==> config.mk <==
export PLATFORM = sky130hd
export DESIGN_NAME = reg_write_arbiter
export DESIGN_NICKNAME = d
export VERILOG_FILES = /design/src/rtl/reg_write_arbiter.sv
export SDC_FILE = /design/constraint.sdc
export NUM_CORES = 1
export LEC_CHECK = 0
export CAP_MARGIN = 20
export CORE_AREA = 2 2 62 70
export CTS_BUF_LIST = sky130_fd_sc_hd__clkbuf_8 sky130_fd_sc_hd__clkbuf_16
export CTS_CLUSTER_DIAMETER = 50
export DETAILED_ROUTE_END_ITERATION = 8
export DIE_AREA = 0 0 64 72
export PLACE_DENSITY = 0.71
export SLEW_MARGIN = 20
export SYNTH_ARGS = -nofsm -noshare
export SYNTH_HDL_FRONTEND = slang
export SYNTH_SLANG_ARGS = --single-unit
==> constraint.sdc <==
create_clock -name Clk -period 1.86 [get_ports Clk]
set_clock_uncertainty 0.2 [all_clocks]
set_input_delay 0.558 -clock Clk [delete_from_list [all_inputs] [get_ports Clk]]
set_output_delay 0.558 -clock Clk [all_outputs]
set_load 0.005 [all_outputs]
==> src/rtl/reg_write_arbiter.sv <==
// Single-port register-file write arbiter: CPU writeback, debug-host writes and a
// zero-fill sequence for R0..R7 share one registered LD_REG/DR/wr_data port.
module reg_write_arbiter (
    input  logic        Clk,
    input  logic        Reset,
    input  logic        cpu_req,
    input  logic [2:0]  cpu_dr,
    input  logic [15:0] cpu_data,
    input  logic        dbg_req,
    input  logic [2:0]  dbg_dr,
    input  logic [15:0] dbg_data,
    input  logic        clr_start,
    output logic        LD_REG,
    output logic [2:0]  DR,
    output logic [15:0] wr_data,
    output logic        dbg_ack,
    output logic        cpu_stall,
    output logic        clr_busy,
    output logic        clr_done,
    output logic        fsm_state
);

    // Handshakes: cpu_req is a one-cycle offer accepted unless cpu_stall is high in
    // that cycle (then the CPU re-presents it); dbg_req is held with stable payload
    // until dbg_ack, which pulses together with the LD_REG of that debug write.
    typedef enum logic {IDLE = 1'b0, CLEAR = 1'b1} state_t;
    typedef enum logic [1:0] {G_NONE, G_CPU, G_DBG, G_CLR} grant_t;

    state_t      state, state_n;
    grant_t      grant;
    logic [2:0]  clr_idx, clr_idx_n;
    logic [1:0]  wait_cnt, wait_cnt_n;
    logic        done_n;
    logic        dbg_ok;

    // The ack cycle still sees dbg_req high; masking it stops a second write.
    assign dbg_ok    = dbg_req && !dbg_ack;
    assign clr_busy  = (state == CLEAR);
    assign fsm_state = state;

    always_comb begin
        state_n    = state;
        clr_idx_n  = clr_idx;
        wait_cnt_n = wait_cnt;
        grant      = G_NONE;
        cpu_stall  = 1'b0;
        done_n     = 1'b0;
        case (state)
            IDLE: begin
                if (dbg_ok && wait_cnt == 2'd3) begin
                    grant     = G_DBG;
                    cpu_stall = cpu_req;
                end else if (cpu_req) begin
                    grant = G_CPU;
                end else if (dbg_ok) begin
                    grant = G_DBG;
                end
                if (grant == G_DBG || !dbg_req)
                    wait_cnt_n = 2'd0;
                else if (wait_cnt != 2'd3)
                    wait_cnt_n = wait_cnt + 2'd1;
                if (clr_start) begin
                    state_n   = CLEAR;
                    clr_idx_n = 3'd0;
                end
            end
            CLEAR: begin
                if (cpu_req) begin
                    grant = G_CPU;
                end else begin
                    grant     = G_CLR;
                    clr_idx_n = clr_idx + 3'd1;
                    if (clr_idx == 3'd7) begin
                        state_n = IDLE;
                        done_n  = 1'b1;
                    end
                end
            end
            default: state_n = IDLE;
        endcase
    end

    always_ff @(posedge Clk or negedge Reset) begin
        if (!Reset) begin
            state    <= IDLE;
            clr_idx  <= 3'd0;
            wait_cnt <= 2'd0;
            LD_REG   <= 1'b0;
            DR       <= 3'd0;
            wr_data  <= 16'h0000;
            dbg_ack  <= 1'b0;
            clr_done <= 1'b0;
        end else begin
            state    <= state_n;
            clr_idx  <= clr_idx_n;
            wait_cnt <= wait_cnt_n;
            LD_REG   <= (grant != G_NONE);
            dbg_ack  <= (grant == G_DBG);
            clr_done <= done_n;
            // DR/wr_data keep their last value when nothing is granted.
            case (grant)
                G_CPU: begin
                    DR      <= cpu_dr;
                    wr_data <= cpu_data;
                end
                G_DBG: begin
                    DR      <= dbg_dr;
                    wr_data <= dbg_data;
                end
                G_CLR: begin
                    DR      <= clr_idx;
                    wr_data <= 16'h0000;
                end
                default: ;
            endcase
        end
    end

endmodule

==> results.md, run 1 <==
Setup path:
- The origin of the critical flop-to-flop path is wait_cnt[1].
- The type of origin of the critical path is a flip-flop.
- The critical path ends at cpu_stall.
- In this run the register-to-register setup slack is 50 ps.
- For the worst setup path, the data arrival time is 1190 ps.
- The endpoint type of the worst setup path is an output port.
- The path type of the worst setup path is reg -> out.
- The critical path starts at dbg_ack.
- The maximum net fanout on the critical path is 2.
- At the worst endpoint, the required time is around 1100 ps.
- The endpoint identified for the worst register-to-register timing path is wr_data[1].
- The count of cells along the worst register-to-register path is 6.

Timing:
- For the finished layout, the period the worst path requires is 1945 ps.
- The final total negative setup slack is -84.93 ps.
- Setup repair after global routing could not meet its margin everywhere.
- The final critical-path setup slack is -84.93 ps.
- The share of the clock period used by the worst path is 1.046.
- Static timing analysis puts the maximum clock frequency at 0.5142 GHz.
- The tightest slew margin relative to the limit is 0.7004.
- Setup violations remaining at the end of the flow were counted as 1.
- The max-slew violation count is 0.
- The slew at the pin with the worst max-slew slack is roughly 450 ps.
- The final hold violation count is 0.

Logic synthesis:
- The average cell area after synthesis is 11.10 µm².
- Counting distinct cell types in the post-synthesis netlist gives 33.
- The synthesized-area fraction occupied by and/or/nand/nor cells is 0.1423.
- Of the total synthesized cell area, the portion taken by XOR and XNOR cells is 0.006470.
- The number of nets in the synthesized netlist is 168.
- The largest total area in the synthesized netlist belongs to dfrtp_1.
- The top flip-flop cell by instance count after synthesis is dfrtp_1.
- The main combinational cell family by area after synthesis is compound AO/OA/AOI/OAI gates.
- Of the synthesized area, sequential elements account for 0.5176.
- Of the post-synthesis cell area, the part taken by muxes is 0.01664.
- The adder-cell area share of the yosys netlist is 0.02773.
- By area the synthesized netlist is led by dfrtp_1 (52%), a222oi_1 (12%), inv_1 (4.4%), ha_1 (2.8%), nor2b_1 (1.8%).
- The most instantiated library cell after synthesis is dfrtp_1.
- By count the netlist is led by dfrtp_1 (28), a222oi_1 (16), inv_1 (16).
- The post-synthesis compound-gate area fraction is 0.1922.
- The post-synthesis instance total is about 120.
- The proportion of netlist area held by the largest area contributor is 0.5176.
- The number of enable-type register cells in the synthesized netlist is 0.
- Counting flops with an async set or reset pin after synthesis yields a share of 1.000.
- The number of warnings reported in the yosys synthesis log is 0.
- Summing every instance area after synthesis gives between 1000 and 1500 µm².
- The flop and latch count out of synthesis is 28.

Clock network:
- The maximum count of clock buffers along a single path is 2.
- The total clock buffers created by CTS is 3.
- The library cell used as clock root buffer is clkbuf_8.
- The CTS tree is yes.
- Clock tree synthesis found a total of 28 sinks.
- Buffers inserted to repair hold after CTS numbered 0.
- The clock latency on the worst-skew pair is 270 ps.
- In this run the number of H-tree levels came out at 1.
- The clock-pin slew on the worst setup and hold paths is 90 ps.

Final layout:
- The ratio of cells with drive above 1 in the final layout is 0.2407.
- From synthesis to final layout, the design area changed by 76.89%.
- The final cell utilization of the core is 0.6182.
- The multi-input combinational cells in the finished layout cover a total of roughly 570 µm².
- At the end of the flow, the number of nets in the layout was ~260.
- The sequential cells in the finished layout cover a total of around 700 µm².
- The number of filler cells placed in the layout is 340.
- 0 antenna diodes ended up in the layout.

Die:
- The initial cell density of the core is 0.3495.
- The die covers ~4600 µm².
- After floorplanning, the core was sized to cover 3874 µm².
- The floorplan has 24 rows.
- The width of the chip is between 60 and 70 µm.
- During I/O placement, the number of pins put on the boundary was between 60 and 70.
- The height of the chip is slightly above 70 µm.

Global route:
- The global route total overflow is 0.
- The initial antenna violation count came to 0.
- The via count of the first global-routing pass is 1404.
- The first global-routing pass estimated slightly above 6000 µm of wire.
- The total global-route track usage is 0.1675.
- Entering global routing, the biggest net connects 29 pins.

Placement:
- The detailed-placement wirelength estimate is 2682 µm.
- The number of port buffers is 67.
- The congestion estimate from routability-driven global placement came to 0.7758.

Detailed routing:
- The pre-antenna-repair detailed-routing pass consisted of 7 iterations.
- The number of antenna-violating nets in the routed design is 0.
- Using the TritonRoute via totals, the vias-per-cell ratio works out to 5.112.
- The routed design has 4244 µm of wire.
- After detailed routing, the number of remaining DRC violations is 0.
- Dividing the detail-routed wire length by the instance count gives 15.84 µm.
- The total vias in the final route is 1370.
- The number of violations reported at the end of detailed-routing iteration 0 is 107.

Pwr:
- The switching power as a share of total power is 0.2952.
- The share of total power dissipated in sequential elements is 0.404.
- The internal portion of total power is 1.443 mW.
- The share of total power in the clock network is 0.184.
- The largest vdd supply drop is 0.3997 mV.
- The leakage power summed over all cells is between 1 and 1.5 nW.
- Of the total power, combinational logic draws 0.412.
- In this run the power density over the cells is 855.1 nW/µm².
- The switching power is 0.6045 mW.

Status:
- The final reports fail on setup timing.
- The flow ran to the end, but the final reports show violations.

Job:
- The number of maximum-capacitance constraint violations is 0.

Min path:
- The beginning of the worst hold path is wr_data[4].
- The classification of the worst-slack hold path is reg -> reg.
-- layer usage --
layer	global-route usage	routed length [µm]	share of wire	vias up
met4	0.05797	21	0.0049	0
met5	0	0	0	-
li1	-	-	-	636
met2	0.3079	2170	0.51	71
met1	0.1944	1722	0.41	661
met3	0.03101	329	0.078	2
-- sequential cells by signal, indices dropped and copies added (netlist names) --
signal and cells:
DR 3, LD_REG 1, clr_busy 1, clr_done 1, clr_idx 3, dbg_ack 1, wait_cnt 2, wr_data 16
-- placed cells by master (no fill, tap or decap), drive strengths merged --
| cell type | count |
|---|---|
| nor2b | 5 |
| a21oi | 5 |
| and3 | 2 |
| clkbuf | 5 |
| a31o | 1 |
| a22o | 1 |
| o41ai | 1 |
| dlygate4sd2 | 22 |
| a31oi | 3 |
| buf | 29 |
| ha | 3 |
| a32o | 1 |
| nand2 | 6 |
| nand2b | 4 |
| a222oi | 16 |
| nor3b | 1 |
| nand3 | 1 |
| mux2 | 2 |
| nor3 | 5 |
| nor2 | 6 |
| clkdlybuf4s50 | 40 |
| inv | 18 |
| xnor2 | 1 |
| clkdlybuf4s15 | 2 |
| o22ai | 1 |
| and2 | 3 |
| dfrtp | 28 |
| o21ai | 3 |
| bufbuf | 1 |
-- stage by stage --
stage	std cells	worst slack [ps]	total power [mW]	hold slack [ps]	area [µm²]
after global routing	268	-143.2	2.172	339.9	2395
after global placement	246	-809.0	1.521	283.1	2151
after floorplan	122	31.96	1.191	62.41	1356
after CTS	262	-104.8	2.022	309.7	2311
after detailed placement	246	-812.2	1.553	295.9	2151
final	268	-84.93	2.048	307.4	2395
-- layout make-up --
class | instances | area share
clock buffer | 4 | 0.02299
inverter | 18 | 0.02821
multi-input combinational | 71 | 0.2382
sequential | 28 | 0.2931
tap | 52 | 0.02717
timing repair buffer | 95 | 0.3903
-- worst min path at each step --
stage | end | slack, ps | cells past startpoint
after global routing | wait_cnt[1] | 340 | 1
after floorplan | DR[0] | 60 | 0
final | wr_data[4] | 310 | 2
after detailed placement | wr_data[4] | 300 | 2
after global placement | wait_cnt[1] | 280 | 1
after CTS | wr_data[4] | 310 | 2
-- logic make-up (layout without fill, tap and decap cells) --
kind of cell    Yosys count  in the layout
buf+inv                  26            117
simple gates             31             33
compound gates           31             32
flops                    28             28
fa+ha+maj                 3              3
mux                       2              2
xor+xnor                  1              1
-- worst max-delay path, stage by stage (launching register included) --
cell,delay (ps)
dfrtp_1,430
nor3b_4,210
and3_1,170
buf_2,110
-- power groups by stage --
| stage | Clock [mW] | Sequential (mW) | Combinational [mW] |
|---|---|---|---|
| 6_report | 0.376 | 0.827 | 0.845 |
| 5_1_grt | 0.410 | 0.845 | 0.917 |
| 4_1_cts | 0.389 | 0.825 | 0.809 |
| 3_5_place_dp | 0 | 0.836 | 0.717 |
| 3_3_place_gp | 0 | 0.826 | 0.695 |
| 2_1_floorplan | 0 | 0.832 | 0.360 |
-- repair_timing --
item / 4_1_cts / 5_1_grt
endpoints found under the setup margin: 44 / 19
cloned: 1 / 4
gates resized for setup: 45 / 7
pin swaps: 2 / 7
buffers inserted: 11 / 3
No activity file was read; power rests on OpenSTA's default activity.
==> run 2, diff against run 1 <==
--- a/config.mk
+++ b/config.mk
@@ -11,6 +11,7 @@
 export CTS_CLUSTER_DIAMETER = 50
 export DETAILED_ROUTE_END_ITERATION = 8
 export DIE_AREA = 0 0 64 72
+export GPL_ROUTABILITY_DRIVEN = 0
 export PLACE_DENSITY = 0.71
 export SLEW_MARGIN = 20
 export SYNTH_ARGS = -nofsm -noshare
==> results of run 2 <==
The final DEF is identical to that of run 1; final timing and power are the same.
==> run 3, diff against run 2 <==
--- a/config.mk
+++ b/config.mk
@@ -13,6 +13,7 @@
 export DIE_AREA = 0 0 64 72
 export GPL_ROUTABILITY_DRIVEN = 0
 export PLACE_DENSITY = 0.71
+export RECOVER_POWER = 100
 export SLEW_MARGIN = 20
 export SYNTH_ARGS = -nofsm -noshare
 export SYNTH_HDL_FRONTEND = slang
==> run 3 against run 2 <==
Against the previous run:
- the flow still finishes with violations (setup timing)
- final cell count did not move
- hold slack about the same
- sequential share of layout area grew 0.22 points
- via count is essentially flat
- flip-flop and latch count is the same
- register-to-register slack worse by 30 ps
- combinational power shrank 0.7%
- largest cell class unchanged
- count of clock-buffer cells in the layout did not move
==> results.md, run 3 (synthesis results as in run 1) <==
Setup path:
- The arrival time at the worst endpoint is 1190 ps (about the same).
- The maximum net fanout on the critical path is 2 (unchanged).
- The required arrival time at the worst endpoint is 1100 ps (about the same).
- The setup path with the least slack is of type reg -> out.
- The type of origin of the critical path is a flip-flop.
- The endpoint type of the worst setup path is an output port.
- The count of cells along the worst register-to-register path is 7 (+1).

Global route:
- The global route total overflow is 0 (unchanged).
- The total global-route track usage came to 0.1675 (unchanged).
- The via count of the first global-routing pass is 1404 (unchanged).
- The initial antenna violation count came to 0 (unchanged).
- The largest net degree at the start of global routing is 29 (unchanged).
- The global-route wire length before repair was 6106 µm (unchanged).

Final layout:
- The largest registers in the layout are wr_data: 16 flops, DR: 3 flops, clr_idx: 3 flops.
- The number of diodes added for antenna fixing was 0 (unchanged).
- The ratio of cells with drive above 1 in the final layout is 0.2407 (unchanged).
- The number of flip-flops under the largest register name came to 16 (unchanged).
- The number of nets in the layout is 263 (unchanged).
- The post-route cell area came to 2377 µm² (-0.73%).
- The area growth from synthesis to layout is 75.60%.
- In the layout the commonest cells are clkdlybuf4s50_1 (39), dfrtp_1 (27), dlygate4sd2_1 (22).
- Counting flops per register, the top entry is wr_data.
- The most common cell after layout, fill and taps aside is clkdlybuf4s50_1.

Detailed routing:
- The length of the first detailed-routing pass in iterations is 7 (unchanged).
- The post-detailed-route via-to-cell ratio is 5.108 (about the same).
- The total vias in the final route is 1369 (-0.073%).
- The number of violations reported at the end of detailed-routing iteration 0 came to 107 (unchanged).
- The number of antenna-violating nets in the routed design is 0 (unchanged).
- The total wire length after detailed routing was 4247 µm (about the same).
- The average wire per standard cell was 15.85 µm (about the same).
- The final routed DRC violation total was 0 (unchanged).

Die:
- The initial cell density of the core is 0.3495 (unchanged).
- The floorplan die area was 4608 µm² (unchanged).
- The height of the chip was 72 µm (unchanged).
- The number of placement rows is 24 (unchanged).
- The placeable core area is 3874 µm² (unchanged).
- The top-level port count is 68 (unchanged).
- The width of the chip is 64 µm (unchanged).

Clock network:
- The clock-pin slew on the worst setup and hold paths is 90 ps (about the same).
- The clock sink count came to 28 (unchanged).
- The count of H-tree levels built during CTS is 1 (unchanged).
- TritonCTS built the clock tree.
- The clock latency on the worst-skew pair is 270 ps (about the same).
- The total clock buffers created by CTS is 3 (unchanged).
- The library cell used as clock root buffer is clkbuf_8.
- The maximum count of clock buffers along a single path was 2 (unchanged).

Timing:
- The slew at the pin with the worst max-slew slack is 692.7 ps (+243.2 ps).
- The tightest slew margin relative to the limit is 0.5382 (-0.1622).
- The setup-violating endpoint count in the final report came to 2 (+1).
- The final worst hold slack is 307.3 ps (-0.06200 ps).
- The final hold violation count is 0 (unchanged).
- The final critical-path setup slack was -84.60 ps (+0.3264 ps).
- Setup repair after global routing could not meet its margin everywhere.
- The share of the clock period used by the worst path is 1.045 (about the same).
- The highest achievable clock rate is 0.5142 GHz (about the same).
- The max-slew violation count is 0 (unchanged).
- The time the worst path needs with I/O delays and setup came to 1945 ps (-0.3264 ps).

Placement:
- The number of port buffers came to 67 (unchanged).
- The placed instance area is 2151 µm² (unchanged).
- The detailed-placement wirelength estimate is 2682 µm (unchanged).

Status:
- The checks that failed: setup timing.
- The flow ran to the end, but the final reports show violations.

Min path:
- The depth of the worst hold-timing path came to 2 (unchanged).
- The classification of the worst-slack hold path is reg -> reg.

Pwr:
- The power density relative to cell area is 858.4 nW/µm² (+0.38%).
- The largest vdd supply drop came to 0.3993 mV (-0.11%).
- The leakage power summed over all cells is 1.201 nW (-0.47%).

Job:
- The number of maximum-capacitance constraint violations is 0 (unchanged).
run 3: final timing paths:
| check | startpoint | end | slack [ps] |
|---|---|---|---|
| max | dbg_ack | cpu_stall | -80 |
| min | wr_data[4] | wr_data[4] | 310 |
| max reg2reg | dbg_ack | wr_data[9] | 20 |
| min reg2reg | wr_data[4] | wr_data[4] | 310 |
| max in group asynchronous | Reset | clr_busy | 320 |
| min in group asynchronous | Reset | clr_done | 660 |
run 3: metal layers:
metal | wire length, µm | global-route usage
met5 | 0 | 0
met4 | 21 | 0.05797
met1 | 1705 | 0.1944
met2 | 2172 | 0.3079
met3 | 347 | 0.03101
run 3: critical path: stages, from the launching register on:
cell,delay (ps)
dfrtp_1,430
nor3b_4,210
and3_1,170
buf_2,110
run 3: per-stage QoR:
stage	setup slack [ps]	std cells	setup TNS (ps)	util	total power, mW
6_report	-84.60	268	-93.25	0.6137	2.041
5_1_grt	-143.2	268	-901.4	0.6137	2.166
4_1_cts	-104.8	262	-104.8	0.5966	2.022
3_5_place_dp	-812.2	246	-12910	0.5552	1.553
3_3_place_gp	-809.0	246	-11950	0.5552	1.521
2_1_floorplan	31.96	122	0	-	1.191
run 3: what timing repair did:
item | in CTS | in global routing
endpoints found under the setup margin | 44 | 19
gates resized for setup | 45 | 7
gates cloned | 1 | 4
buffers inserted | 11 | 3
hold buffers | 0 | 0
pin swaps | 2 | 7
hold endpoints to repair | 0 | 0
run 3: layout make-up:
class / count / area, µm²
Timing Repair Buffer: 95 / 917.1
Sequential cell: 28 / 701.9
Fill cell: 343 / 1496
Inverter: 18 / 67.56
Tap cell: 52 / 65.06
Clock buffer: 4 / 55.05
Multi-Input combinational cell: 71 / 570.5
run 3: report_power, final:
part           internal (mW)  switching, mW
sequential             0.734         0.0931
combinational          0.515          0.324
clock                  0.189          0.185
total                   1.44          0.602
